File: src/rtl/sha256_pkg.sv
// Shared constants, state encoding and padding helpers for the SHA-256 front end.
package sha256_pkg;

    localparam int unsigned SHA256_WORD_W  = 32;
    localparam int unsigned SHA256_BLOCK_W = 512;
    localparam logic [31:0] SHA256_PAD_MARKER = 32'h80000000;

    typedef enum logic [2:0] {
        FILL      = 3'd0,
        PAD       = 3'd1,
        LEN       = 3'd2,
        EMIT      = 3'd3,
        EMIT_LAST = 3'd4
    } padder_state_e;

    // Byte counts above 4 are not legal; they are folded onto a full word.
    function automatic logic [2:0] eff_nbytes(input logic [2:0] n);
        logic [2:0] r;
        if (n > 3'd4) begin
            r = 3'd4;
        end else begin
            r = n;
        end
        return r;
    endfunction

    function automatic logic [31:0] pad_last_word(input logic [31:0] data, input logic [2:0] n);
        logic [31:0] w;
        case (n)
            3'd0:    w = SHA256_PAD_MARKER;
            3'd1:    w = {data[31:24], 24'h800000};
            3'd2:    w = {data[31:16], 16'h8000};
            3'd3:    w = {data[31:8], 8'h80};
            default: w = data;
        endcase
        return w;
    endfunction

endpackage

File: src/rtl/sha256_padder_if.sv
// Word-in / block-out handshake bundle between the message source, padder and compression core.
interface sha256_padder_if;
    import sha256_pkg::*;

    logic                      in_valid;
    logic                      in_ready;
    logic [SHA256_WORD_W-1:0]  in_data;
    logic                      in_last;
    logic [2:0]                in_nbytes;
    logic                      blk_valid;
    logic                      blk_ready;
    logic [SHA256_BLOCK_W-1:0] blk_data;
    logic                      blk_first;
    logic                      blk_last;

    modport master (
        output in_valid, in_data, in_last, in_nbytes, blk_ready,
        input  in_ready, blk_valid, blk_data, blk_first, blk_last
    );

    modport slave (
        input  in_valid, in_data, in_last, in_nbytes, blk_ready,
        output in_ready, blk_valid, blk_data, blk_first, blk_last
    );

endinterface

File: src/rtl/sha256_padder.sv
// SHA-256 message padder: collects big-endian words into a 16-word buffer, appends the
// 0x80 marker, zero fill and 64-bit bit length, and presents whole 512-bit blocks.
module sha256_padder
    import sha256_pkg::*;
(
    input  logic           clk,
    input  logic           reset_n,
    sha256_padder_if.slave bus
);

    padder_state_e state_q, state_d;
    logic [3:0]    widx_q, widx_d;
    logic [60:0]   count_q, count_d;
    logic          first_q, first_d;
    logic          marker_q, marker_d;
    logic          extra_q, extra_d;

    logic          in_ready_q;
    logic          blk_valid_q;
    logic          blk_first_q;
    logic          blk_last_q;

    logic [31:0]   mem_q [16];
    logic          wr_en_s;
    logic          wr_len_s;
    logic [3:0]    wr_addr_s;
    logic [31:0]   wr_data_s;
    logic [2:0]    nbytes_eff_s;
    logic [63:0]   bit_len_s;
    logic [SHA256_BLOCK_W-1:0] blk_data_s;
    logic          emit_d_s;

    assign nbytes_eff_s = eff_nbytes(bus.in_nbytes);
    assign bit_len_s    = {count_q, 3'b000};
    assign emit_d_s     = (state_d == EMIT) || (state_d == EMIT_LAST);

    // Next-state and buffer write selection for the padding FSM.
    always_comb begin
        state_d   = state_q;
        widx_d    = widx_q;
        count_d   = count_q;
        first_d   = first_q;
        marker_d  = marker_q;
        extra_d   = extra_q;
        wr_en_s   = 1'b0;
        wr_len_s  = 1'b0;
        wr_addr_s = widx_q;
        wr_data_s = 32'h00000000;
        case (state_q)
            FILL: begin
                if (bus.in_valid && in_ready_q) begin
                    wr_en_s = 1'b1;
                    widx_d  = widx_q + 4'd1;
                    if (bus.in_last) begin
                        wr_data_s = pad_last_word(bus.in_data, nbytes_eff_s);
                        count_d   = count_q + {58'd0, nbytes_eff_s};
                        marker_d  = (nbytes_eff_s == 3'd4);
                        if (widx_q == 4'd15) begin
                            extra_d = 1'b1;
                            state_d = EMIT;
                        end else if ((widx_q == 4'd13) && (nbytes_eff_s != 3'd4)) begin
                            state_d = LEN;
                        end else begin
                            state_d = PAD;
                        end
                    end else begin
                        wr_data_s = bus.in_data;
                        count_d   = count_q + 61'd4;
                        if (widx_q == 4'd15) begin
                            state_d = EMIT;
                        end else begin
                            state_d = FILL;
                        end
                    end
                end else begin
                    state_d = FILL;
                end
            end
            PAD: begin
                if ((widx_q == 4'd14) && !marker_q) begin
                    state_d = LEN;
                end else begin
                    wr_en_s   = 1'b1;
                    wr_data_s = marker_q ? SHA256_PAD_MARKER : 32'h00000000;
                    marker_d  = 1'b0;
                    widx_d    = widx_q + 4'd1;
                    // Word 13 written means words 14/15 are free for the length next cycle.
                    if (widx_q == 4'd15) begin
                        extra_d = 1'b1;
                        state_d = EMIT;
                    end else if (widx_q == 4'd13) begin
                        state_d = LEN;
                    end else begin
                        state_d = PAD;
                    end
                end
            end
            LEN: begin
                wr_len_s = 1'b1;
                state_d  = EMIT_LAST;
            end
            EMIT: begin
                if (blk_valid_q && bus.blk_ready) begin
                    widx_d  = 4'd0;
                    first_d = 1'b0;
                    extra_d = 1'b0;
                    if (extra_q || marker_q) begin
                        state_d = PAD;
                    end else begin
                        state_d = FILL;
                    end
                end else begin
                    state_d = EMIT;
                end
            end
            EMIT_LAST: begin
                if (blk_valid_q && bus.blk_ready) begin
                    widx_d   = 4'd0;
                    count_d  = 61'd0;
                    first_d  = 1'b1;
                    extra_d  = 1'b0;
                    marker_d = 1'b0;
                    state_d  = FILL;
                end else begin
                    state_d = EMIT_LAST;
                end
            end
            default: begin
                state_d = FILL;
            end
        endcase
    end

    // FSM state, counters and registered handshake/flag outputs.
    always_ff @(posedge clk or negedge reset_n) begin
        if (!reset_n) begin
            state_q     <= FILL;
            widx_q      <= 4'd0;
            count_q     <= 61'd0;
            first_q     <= 1'b1;
            marker_q    <= 1'b0;
            extra_q     <= 1'b0;
            in_ready_q  <= 1'b1;
            blk_valid_q <= 1'b0;
            blk_first_q <= 1'b0;
            blk_last_q  <= 1'b0;
        end else begin
            state_q     <= state_d;
            widx_q      <= widx_d;
            count_q     <= count_d;
            first_q     <= first_d;
            marker_q    <= marker_d;
            extra_q     <= extra_d;
            in_ready_q  <= (state_d == FILL);
            blk_valid_q <= emit_d_s;
            blk_first_q <= emit_d_s ? first_d : 1'b0;
            blk_last_q  <= (state_d == EMIT_LAST);
        end
    end

    // Block buffer; blk_data is a direct view of it, so it is cleared on reset.
    always_ff @(posedge clk or negedge reset_n) begin
        if (!reset_n) begin
            for (int i = 0; i < 16; i++) begin
                mem_q[i] <= 32'h00000000;
            end
        end else if (wr_en_s) begin
            mem_q[wr_addr_s] <= wr_data_s;
        end else if (wr_len_s) begin
            mem_q[14] <= bit_len_s[63:32];
            mem_q[15] <= bit_len_s[31:0];
        end
    end

    // Word 0 lands in the most significant slice of the block.
    always_comb begin
        blk_data_s = '0;
        for (int i = 0; i < 16; i++) begin
            blk_data_s[SHA256_BLOCK_W-1-32*i -: 32] = mem_q[i];
        end
    end

    assign bus.in_ready  = in_ready_q;
    assign bus.blk_valid = blk_valid_q;
    assign bus.blk_data  = blk_data_s;
    assign bus.blk_first = blk_first_q;
    assign bus.blk_last  = blk_last_q;

endmodule
File: src/flat_wrapper.sv
// flat-port wrapper written by rule: the top's interface ports become plain ports
module sha256_padder_flat import sha256_pkg::*;
  (clk, reset_n, bus_in_valid, bus_in_data, bus_in_last, bus_in_nbytes, bus_blk_ready, bus_in_ready, bus_blk_valid, bus_blk_data, bus_blk_first, bus_blk_last);
  sha256_padder_if bus_i ();
  input  logic clk;
  input  logic reset_n;
  input wire logic [$bits(bus_i.in_valid)-1:0] bus_in_valid;
  input wire logic [$bits(bus_i.in_data)-1:0] bus_in_data;
  input wire logic [$bits(bus_i.in_last)-1:0] bus_in_last;
  input wire logic [$bits(bus_i.in_nbytes)-1:0] bus_in_nbytes;
  input wire logic [$bits(bus_i.blk_ready)-1:0] bus_blk_ready;
  output wire logic [$bits(bus_i.in_ready)-1:0] bus_in_ready;
  output wire logic [$bits(bus_i.blk_valid)-1:0] bus_blk_valid;
  output wire logic [$bits(bus_i.blk_data)-1:0] bus_blk_data;
  output wire logic [$bits(bus_i.blk_first)-1:0] bus_blk_first;
  output wire logic [$bits(bus_i.blk_last)-1:0] bus_blk_last;
  assign bus_i.in_valid = bus_in_valid;
  assign bus_i.in_data = bus_in_data;
  assign bus_i.in_last = bus_in_last;
  assign bus_i.in_nbytes = bus_in_nbytes;
  assign bus_i.blk_ready = bus_blk_ready;
  assign bus_in_ready = bus_i.in_ready;
  assign bus_blk_valid = bus_i.blk_valid;
  assign bus_blk_data = bus_i.blk_data;
  assign bus_blk_first = bus_i.blk_first;
  assign bus_blk_last = bus_i.blk_last;
  sha256_padder u_core (.clk(clk), .reset_n(reset_n), .bus(bus_i));
endmodule
File: config.mk
export PLATFORM = sky130hd
export DESIGN_NAME = sha256_padder_flat
export DESIGN_NICKNAME = d
export VERILOG_FILES = /design/src/rtl/sha256_pkg.sv /design/src/rtl/sha256_padder_if.sv /design/src/rtl/sha256_padder.sv /design/src/flat_wrapper.sv
export SDC_FILE = /design/constraint.sdc
export NUM_CORES = 1
export LEC_CHECK = 0
export CORE_ASPECT_RATIO = 1.5
export CORE_MARGIN = 1.5
export CORE_UTILIZATION = 30
export CTS_BUF_LIST = sky130_fd_sc_hd__clkbuf_8 sky130_fd_sc_hd__clkbuf_16
export CTS_CLUSTER_DIAMETER = 120
export DETAILED_ROUTE_END_ITERATION = 8
export DONT_BUFFER_PORTS = 1
export PLACE_DENSITY = 0.51
export SYNTH_ARGS = -nofsm -noshare
export SYNTH_HDL_FRONTEND = slang
export SYNTH_SLANG_ARGS = --single-unit
File: constraint.sdc
create_clock -name clk -period 3.2 [get_ports clk]
set_input_delay 0.64 -clock clk [delete_from_list [all_inputs] [get_ports clk]]
set_output_delay 0.64 -clock clk [all_outputs]
set_load 0.005 [all_outputs]
==> flow_metrics.env, run 1 <==
export IMPL_htree_levels=2
export IMPL_utilization=0.348
export IMPL_yosysTopAreaCellShare=0.613
export IMPL_cts_tree="built"
export IMPL_clkTransAtPathRegs_ns=0.07
export IMPL_placed_area_sq_um=25300
export IMPL_syn_inst=1848
export IMPL_period_share=0.887
export IMPL_crit_required_ns=3.76
export IMPL_vias=15400
export IMPL_rr_startpoint="u_core.count_q[0]$_DFFE_PN0P_"
export IMPL_grt_pass1_vias=16100
export IMPL_synth_edf_count=0
export IMPL_rsz0062_at_grt="no"
export IMPL_end_kind="flop"
export IMPL_status="finished, violations left"
export IMPL_relSlewSlack=0.0795
export IMPL_worstPathArrival_ns=3.40
export IMPL_grt_overflow=0
export IMPL_worstSkewPairLatency_ns=0.63
export IMPL_ys_ff_latch=587
export IMPL_routedWlPerCell_um=27.5
export IMPL_core_area_sq_um=78800
export IMPL_wl_um=80100
export IMPL_p_sw_mw=8.20
export IMPL_ir_worst_vdd_mv=0.536
export IMPL_hold_viol_final=501
export IMPL_worst_slew_pin_slew_ns=1.38
export IMPL_drc=0
export IMPL_yosys_area_top_type="dfrtp_1"
export IMPL_die_h_um=349
export IMPL_io_buffers=0
export IMPL_grt_max_degree=588
export IMPL_design_area_sq_um=27400
export IMPL_p_clk_frac=0.304
export IMPL_cpMaxStageDelayCell="or4_1"
export IMPL_synth_area_top_cells="dfrtp_1 (61%), mux2_2 (18%), nand2_1 (2.4%)"
export IMPL_clock_sinks=587
export IMPL_combPwrFrac=0.202
export IMPL_area_delta_synth_final_pct=14.9
export IMPL_path_class="flop to flop"
export IMPL_grt_usage=0.194
export IMPL_ios=556
export IMPL_syn_area_per_cell_sq_um=12.9
export IMPL_rows=126
export IMPL_dpl_hpwl_um=57000
export IMPL_p_leak_nw=13.0
export IMPL_syn_num_nets=1897
export IMPL_power_mw=24.5
export IMPL_finalSetupViolations=0
export IMPL_synth_async_reset_ratio=1.00
export IMPL_p_int_mw=16.3
export IMPL_finClkSkew_ns=0.0148
export IMPL_p_sw_frac=0.335
export IMPL_grt_pass1_wl_um=115000
export IMPL_cpMostUsedCell="a21oi_1"
export IMPL_cp_slowest_stage_delay_ns=0.57
export IMPL_nets=1893
export IMPL_seq_power_share=0.493
export IMPL_ctsLongestPathBuffers=3
export IMPL_path_max_fanout=10
export IMPL_viasPerCell=5.29
export IMPL_worstPathCellList="ha_1 > inv_1 > fa_1 > nand2b_1 > a21oi_1 > buf_4 > nand2_1 > or4_1 > a21oi_1"
export IMPL_yosysUniqueCellTypes=62
export IMPL_seq_area_frac_synth=0.615
export IMPL_cts_root_buf="clkbuf_16"
export IMPL_startpoint="u_core.count_q[0]$_DFFE_PN0P_"
export IMPL_holdWs_ns=-0.289
export IMPL_yosys_warnings=0
export IMPL_synth_ff_type="dfrtp_1"
export IMPL_worst_setup_path_start_kind="flop"
export IMPL_drive_gt1_frac=0.308
export IMPL_synth_area_sq_um=23900
export IMPL_postRouteAntennaNets=0
export IMPL_die_area_sq_um=81300
export IMPL_fmax_mhz=352
export IMPL_drv_slew=0
export IMPL_initial_core_util=0.303
export IMPL_first_iter_violations=1224
export IMPL_n_fill_cell=7822
export IMPL_cts_buffers=58
export IMPL_min_path_type="primary input to asynchronous set/reset pin"
export IMPL_violations="negative hold slack"
export IMPL_gp_congestion=0.851
export IMPL_period_minus_slack_ns=2.84
export IMPL_chipWidth_um=233
export IMPL_drt_pass1_iterations=5
export IMPL_timing_setup_tns_ns=0
export IMPL_power_density_nw_per_um2=892
export IMPL_maxCapViolations=0
export IMPL_antenna_found_initial=1
## synth_stat cells (8+ instances only)
cell type  count
dfrtp_1      585
mux2_2       385
nand2_1      150
o21ai_0       98
nor2_1        89
clkbuf_1      78
a221o_1       53
a21oi_1       52
buf_1         37
nand3_1       36
and2_1        33
nand4_1       29
o31ai_1       21
or4_1         19
inv_1         17
or3_1         14
xor2_1        12
buf_2         11
nor3_1        10
nand2b_1       9
and3_1         8
and4_1         8
ha_1           8
## cell families (layout without fill, tap and decap cells)
kind of cell	count (synthesis)	in the layout	synth area share
other cells	0	2	0
xor+xnor	16	16	0.00587
flops	587	587	0.615
mux	386	386	0.182
fa+ha+maj	9	9	0.00503
compound gates	267	267	0.0765
simple gates	439	439	0.0921
buf+inv	144	187	0.0234
## cell usage in the layout (no fill, tap or decap), drive strengths merged, types with 30 or more instances in the layout
master / n
dfrtp: 585
mux2: 385
nand2: 150
o21ai: 98
nor2: 89
clkbuf: 74
buf: 63
a221o: 53
a21oi: 52
nand3: 38
and2: 33
nand4: 30
## worst paths after layout
| path | slack, ns | end | cells past startpoint |
|---|---|---|---|
| max | 0.36 | u_core.count_q[42]$_DFFE_PN0P_ | 9 |
| min | -0.29 | u_core.bus.blk_data[450]$_DFFE_PN0P_ | 0 |
| max reg2reg | 0.36 | u_core.count_q[42]$_DFFE_PN0P_ | 9 |
| min reg2reg | 0.51 | u_core.bus.blk_data[93]$_DFFE_PN0P_ | 2 |
| max in group asynchronous | 2.36 | u_core.bus.blk_data[493]$_DFFE_PN0P_ | 0 |
| min in group clk | 0.11 | u_core.extra_q$_DFFE_PN0P_ | 1 |
## what timing repair did
action / in CTS / in global routing
buffers inserted: 0 / 0
gates resized for setup: 0 / 0
endpoints found under the hold margin: 587 / 585
## worst max-delay path, delay by kind of cell, from the launching register on
kind            cells  cell delay [ns]
compound gates      2             0.56
fa+ha+maj           2             0.58
buf+inv             2             0.27
flops               1             0.41
simple gates        3             0.95
## area by class of cell
type,count,area (sq um),share of cell area
Tap cell,1024,1280,0.0467
Clock buffer,74,1670,0.0609
Sequential cell,587,14700,0.535
Clock inverter,33,425,0.0155
Multi-Input combinational cell,1117,8710,0.318
Inverter,17,63.8,0.00233
Antenna cell,2,5.00,0.000182
Timing Repair Buffer,63,586,0.0213
## power by group through the flow
stage	clock network [mW]	logic [mW]	registers, mW
5_1_grt	7.91	5.46	12.3
3_3_place_gp	0	4.86	12.2
3_5_place_dp	0	5.03	12.2
2_1_floorplan	0	3.61	11.0
6_report	7.45	4.96	12.1
4_1_cts	7.66	5.05	12.1
## registers in the layout, summed over array words and instances (netlist names)
| signal | flops |
|---|---|
| u_core.bus.blk_first | 1 |
| u_core.state_q | 3 |
| u_core.bus.blk_last | 1 |
| u_core.bus.blk_valid | 1 |
| u_core.bus.in_ready | 1 |
| u_core.bus.blk_data | 512 |
| u_core.marker_q | 1 |
| u_core.extra_q | 1 |
| u_core.widx_q | 4 |
| u_core.first_q | 1 |
| u_core.count_q | 61 |
## per-layer routing
metal  up-vias  track usage  part of all wire
li1       6626            -                 -
met1      8048        0.210              0.36
met2       608        0.345              0.52
met3       146       0.0607             0.081
met4         0       0.0786             0.040
met5         -            0                 0
## stage by stage
| step | worst slack [ns] | instances |
|---|---|---|
| final | 0.362 | 2917 |
| after global routing | 0.208 | 2915 |
| after CTS | 0.329 | 2915 |
| after detailed placement | 0.0142 | 2808 |
| after global placement | 0.0825 | 2808 |
| after floorplan | 0.175 | 1848 |
Power figures use the tool's default switching activity.
==> inputs of run 2 (changes only) <==
- CORE_MARGIN: 1.5 -> not set
- SKIP_CTS_REPAIR_TIMING: not set -> 1
==> run 2 against run 1 <==
Against the previous run:
- the flow finishes with violations (negative hold slack, max-slew violations)
- fmax grew 0.97%
- die area shrank 0.71%
- hold slack gained 0.029 ns
- final cell count shrank 0.41%
==> flow_metrics.env, run 2 (same netlist as run 1, synthesis figures left out) <==
export IMPL_die_h_um=348
export IMPL_area_delta_synth_final_pct=14.1
export IMPL_reg2reg_to="u_core.bus.blk_data[76]$_DFFE_PN0P_"
export IMPL_p_leak_nw=12.9
export IMPL_violations="negative hold slack, max-slew violations"
export IMPL_dpl_hpwl_um=56100
export IMPL_path_max_fanout=56
export IMPL_antenna_found_initial=3
export IMPL_power_density_nw_per_um2=883
export IMPL_worst_setup_path_start_kind="flop"
export IMPL_core_area_sq_um=78700
export IMPL_ff2ff_path_depth=9
export IMPL_worst_slew_pin_slew_ns=2.20
export IMPL_fmax_mhz=356
export IMPL_htree_levels=2
export IMPL_utilization=0.347
export IMPL_worstSkewPairLatency_ns=0.63
export IMPL_end_kind="flop"
export IMPL_drc=0
export IMPL_vias=15400
export IMPL_n_fill_cell=7722
export IMPL_chipWidth_um=232
export IMPL_final_cell_mix="dfrtp_1 (585), mux2_2 (385), nand2_1 (138), o21ai_0 (97), nor2_1 (87)"
export IMPL_cts_buffers=59
export IMPL_gp_congestion=0.874
export IMPL_clkTransAtPathRegs_ns=0.06
export IMPL_die_area_sq_um=80800
export IMPL_hold_viol_final=340
export IMPL_drv_slew=211
export IMPL_power_mw=24.1
export IMPL_period_share=0.878
export IMPL_io_buffers=0
export IMPL_period_minus_slack_ns=2.81
export IMPL_rr_startpoint="u_core.widx_q[0]$_DFFE_PN0P_"
export IMPL_grt_pass1_wl_um=115000
export IMPL_relSlewSlack=-0.469
export IMPL_grt_overflow=0
export IMPL_startpoint="u_core.widx_q[0]$_DFFE_PN0P_"
export IMPL_min_path_type="primary input to asynchronous set/reset pin"
export IMPL_ir_worst_vdd_mv=0.497
export IMPL_cts_root_buf="clkbuf_16"
export IMPL_grt_max_degree=588
export IMPL_path_class="flop to flop"
export IMPL_place_inst=2800
export IMPL_grt_usage=0.193
export IMPL_holdWs_ns=-0.261
export IMPL_grt_pass1_vias=16100
export IMPL_ios=556
export IMPL_finalSetupViolations=0
export IMPL_rsz0062_at_grt="no"
export IMPL_drive_gt1_frac=0.301
export IMPL_crit_required_ns=3.67
export IMPL_initial_core_util=0.304
export IMPL_ctsLongestPathBuffers=3
export IMPL_clock_sinks=587
export IMPL_first_iter_violations=1017
export IMPL_wl_um=79300
export IMPL_finalNonFillerCells=2905
export IMPL_worstPathArrival_ns=3.28
export IMPL_finClkSkew_ns=0.0265
export IMPL_routedWlPerCell_um=27.3
export IMPL_post_place_ws_ns=0.197
export IMPL_nets=1886
export IMPL_timing_setup_tns_ns=0
export IMPL_viasPerCell=5.29
export IMPL_rows=126
export IMPL_r2r_setup_slack_ns=0.39
export IMPL_setup_worst_path_end="u_core.bus.blk_data[76]$_DFFE_PN0P_"
export IMPL_cts_tree="built"
export IMPL_drt_pass1_iterations=5
export IMPL_mostFrequentLayoutCell="dfrtp_1"
export IMPL_largest_reg_flops=512
export IMPL_maxCapViolations=0
export IMPL_status="finished, violations left"
export IMPL_postRouteAntennaNets=0
export IMPL_setup_slack_ns=0.389
run 2: cell count changes in the layout (fill, tap and decap cells not counted), sizes merged:
cell	before	now
bufinv	8	6
clkbuf	74	68
clkinv	11	10
buf	63	55
inv	29	34
run 2: layer usage:
metal / GRT usage / part of all wire / vias to the layer above
met2: 0.345 / 0.52 / 577
li1: - / - / 6616
met1: 0.211 / 0.36 / 8023
met3: 0.0578 / 0.079 / 140
met5: 0 / 0.00016 / -
met4: 0.0767 / 0.038 / 2
run 2: worst min path at each step:
stage                        from                              endpoint  slack [ns]
after floorplan           reset_n    u_core.bus.blk_data[0]$_DFFE_PN0P_        0.34
after global placement    reset_n  u_core.bus.blk_data[498]$_DFFE_PN0P_        0.38
after detailed placement  reset_n  u_core.bus.blk_data[500]$_DFFE_PN0P_        0.36
after CTS                 reset_n  u_core.bus.blk_data[500]$_DFFE_PN0P_       -0.33
after global routing      reset_n  u_core.bus.blk_data[146]$_DFFE_PN0P_       -0.31
final                     reset_n  u_core.bus.blk_data[500]$_DFFE_PN0P_       -0.26
run 2: layout make-up:
type	instances	area (sq um)	share of cell area
Inverter	17	63.8	0.00234
Tap cell	1024	1280	0.0470
Timing Repair Buffer	55	538	0.0197
Clock buffer	68	1600	0.0587
Clock inverter	35	365	0.0134
Antenna cell	2	5.00	0.000184
Multi-Input combinational cell	1117	8710	0.320
Sequential cell	587	14700	0.539
run 2: critical path: stages, from the launching register on:
cell and delay (ns):
dfrtp_1 0.42, inv_1 0.08, ha_1 0.33, and4b_1 0.28
a2111oi_4 0.41, buf_4 0.22, nand4_1 0.22, buf_4 0.39
nand2_1 0.15, o21ai_0 0.10
run 2: through the flow:
stage	cell area (sq um)	hold WS, ns
floorplan	23900	0.344
global placement	25300	0.375
detailed placement	25300	0.362
CTS	27300	-0.333
global route	27300	-0.310
finish	27300	-0.261
run 2: where the power goes:
group	internal [mW]	switching, mW
registers	9.65	2.38
logic	2.23	2.66
clock network	4.06	3.08
total	15.9	8.12
==> inputs of run 3 (changes only) <==
- ABC_AREA: not set -> 1
==> run 3 against run 2 <==
Against the previous run:
- final cell count grew 28%
- flip-flop and latch count stayed put
- design area up 1.9%
- the flow still finishes with violations (negative hold slack, max-slew violations)
- register-to-register slack got worse by 0.03 ns
- critical endpoint is now u_core.bus.blk_data[9]$_DFFE_PN0P_
- wire length rose by 20%
- count of clock-buffer cells in the layout up 6
- global-route usage rose by 3.5 points
- fmax fell by 1.1%
==> flow_metrics.env, run 3 <==
export IMPL_area_delta_synth_final_pct=13.8
export IMPL_yosys_area_top_type="dfrtp_1"
export IMPL_cp_slowest_stage_delay_ns=0.57
export IMPL_setup_slack_ns=0.358
export IMPL_path_max_fanout=16
export IMPL_ctsLongestPathBuffers=3
export IMPL_crit_required_ns=3.72
export IMPL_htree_levels=2
export IMPL_cpMaxStageDelayCell="nand2_1"
export IMPL_worstPathArrival_ns=3.36
export IMPL_yosysUniqueCellTypes=44
export IMPL_seq_power_share=0.483
export IMPL_grt_pass1_vias=18800
export IMPL_worst_setup_path_start_kind="flop"
export IMPL_seq_area_frac_synth=0.602
export IMPL_combPwrFrac=0.225
export IMPL_yosysTopAreaCellShare=0.600
export IMPL_drive_gt1_frac=0.0965
export IMPL_drv_slew=313
export IMPL_n_fill_cell=8154
export IMPL_grt_usage=0.228
export IMPL_yosys_warnings=0
export IMPL_utilization=0.346
export IMPL_drt_pass1_iterations=7
export IMPL_path_buf_inv=2
export IMPL_relSlewSlack=-0.287
export IMPL_path_class="flop to flop"
export IMPL_p_int_mw=16.5
export IMPL_ys_top_cells_by_count="nand2_1 (791), dfrtp_1 (585), o21ai_0 (318)"
export IMPL_cts_buffers=61
export IMPL_nets=2685
export IMPL_cpMostUsedCell="nand2_1"
export IMPL_power_density_nw_per_um2=956
export IMPL_synth_area_top_cells="dfrtp_1 (60%), nand2_1 (12%), o21ai_0 (6.5%)"
export IMPL_clock_sinks=587
export IMPL_worstPathCellList="nand2_1 > inv_1 > nand3_4 > nor2_4 > nand2_4 > inv_2 > nand2_1 > o221ai_1"
export IMPL_p_sw_mw=10.1
export IMPL_mostFrequentLayoutCell="nand2_1"
export IMPL_maxCapViolations=0
export IMPL_syn_num_nets=2719
export IMPL_p_leak_nw=13.1
export IMPL_initial_core_util=0.304
export IMPL_ios=556
export IMPL_gp_congestion=0.928
export IMPL_synthMostInstantiatedCell="nand2_1"
export IMPL_finalSetupViolations=0
export IMPL_end_kind="flop"
export IMPL_synth_area_sq_um=24400
export IMPL_synth_ff_type="dfrtp_1"
export IMPL_dpl_hpwl_um=68900
export IMPL_wl_um=95400
export IMPL_viasPerCell=5.14
export IMPL_p_sw_frac=0.379
export IMPL_grt_pass1_wl_um=138000
export IMPL_post_place_ws_ns=-0.0851
export IMPL_die_h_um=351
export IMPL_violations="negative hold slack, max-slew violations"
export IMPL_antenna_found_initial=6
export IMPL_holdWs_ns=-0.228
export IMPL_cts_root_buf="clkbuf_16"
export IMPL_power_mw=26.6
export IMPL_cpLargestDelayFamily="simple AND/OR/NAND/NOR gates"
export IMPL_syn_inst=2670
export IMPL_grt_max_degree=588
export IMPL_routedWlPerCell_um=25.6
export IMPL_vias=19100
export IMPL_postRouteAntennaNets=0
export IMPL_chipWidth_um=235
export IMPL_layout_area_seq_sq_um=14700
export IMPL_first_iter_violations=1663
export IMPL_rows=127
export IMPL_drc=0
export IMPL_syn_area_per_cell_sq_um=9.15
export IMPL_fmax_mhz=352
export IMPL_final_cell_mix="nand2_1 (790), dfrtp_1 (585), o21ai_0 (318), nor2_1 (168), inv_1 (159)"
export IMPL_io_buffers=0
export IMPL_synth_edf_count=0
export IMPL_ir_worst_vdd_mv=0.427
export IMPL_finClkSkew_ns=0.0246
export IMPL_multiInputGateArea_sq_um=8250
export IMPL_place_inst=3605
export IMPL_period_share=0.888
export IMPL_ys_ff_latch=587
export IMPL_largest_reg_flops=512
export IMPL_die_area_sq_um=82600
export IMPL_finalNonFillerCells=3719
export IMPL_hold_viol_final=87
export IMPL_synth_async_reset_ratio=1.00
export IMPL_min_path_type="primary input to asynchronous set/reset pin"
export IMPL_p_clk_frac=0.291
export IMPL_clkTransAtPathRegs_ns=0.07
export IMPL_worst_slew_pin_slew_ns=1.93
export IMPL_period_minus_slack_ns=2.84
export IMPL_worstSkewPairLatency_ns=0.63
export IMPL_cts_tree="built"
export IMPL_grt_overflow=0
export IMPL_core_area_sq_um=80200
export IMPL_rsz0062_at_grt="no"
export IMPL_status="finished, violations left"
run 3: changes by cell type after synthesis, moves of 47 or more:
cell and change:
a221o_1 -53, buf_2 +81, clkbuf_1 -47, inv_1 +133
mux2_2 -385, nand2_1 +641, nand3_1 +101, nor2_1 +79
o21ai_0 +220, o21ai_1 +106
run 3: cell families after synthesis:
family,count (synthesis),share of synthesized area
adder cells (fa/ha/maj),9,0.00492
buffers and inverters,331,0.0606
flip-flops,587,0.602
AO/OA/AOI/OAI,552,0.126
AND/OR/NAND/NOR,1191,0.206
run 3: layout make-up:
cell class,count,share of cell area
antenna,2,0.000180
inverter,176,0.0238
clock buffer,74,0.0614
tap,1032,0.0465
clock inverter,38,0.0173
multi-input combinational,1752,0.297
timing repair buffer,58,0.0251
sequential,587,0.529
run 3: path summary, 6_finish.rpt:
check	from	to	slack, ns	cells after the start
worst max-delay path	u_core.bus.in_ready$_DFF_PN1_	u_core.bus.blk_data[9]$_DFFE_PN0P_	0.36	8
worst min-delay path	reset_n	u_core.bus.blk_data[108]$_DFFE_PN0P_	-0.23	0
worst max register to register	u_core.bus.in_ready$_DFF_PN1_	u_core.bus.blk_data[9]$_DFFE_PN0P_	0.36	8
worst min register to register	u_core.marker_q$_DFFE_PN0P_	u_core.marker_q$_DFFE_PN0P_	0.49	2
max in group asynchronous	reset_n	u_core.bus.blk_data[382]$_DFFE_PN0P_	1.94	0
min in group clk	bus_in_data[21]	u_core.bus.blk_data[85]$_DFFE_PN0P_	0.19	2
run 3: stage by stage:
stage,hold WS (ns),setup TNS (ns),cell area (sq um)
CTS,-0.290,0,27800
floorplan,0.344,0,24400
detailed placement,0.382,-0.714,25600
finish,-0.228,0,27800
global placement,0.384,-0.0276,25600
global route,-0.276,0,27800
run 3: layer usage:
metal  global-route usage  routed length [um]
met2                0.401               47300
met4                0.126                5530
met3               0.0618                7820
met1                0.250               34700
met5                    0                   0
run 3: power by group through the flow:
stage | logic [mW] | clock network, mW | registers (mW)
after detailed placement | 6.01 | 0 | 13.0
final | 5.98 | 7.74 | 12.8
after floorplan | 4.26 | 0 | 11.6
after global placement | 5.87 | 0 | 13.0
after global routing | 6.79 | 8.20 | 13.1
after CTS | 6.04 | 7.90 | 12.9
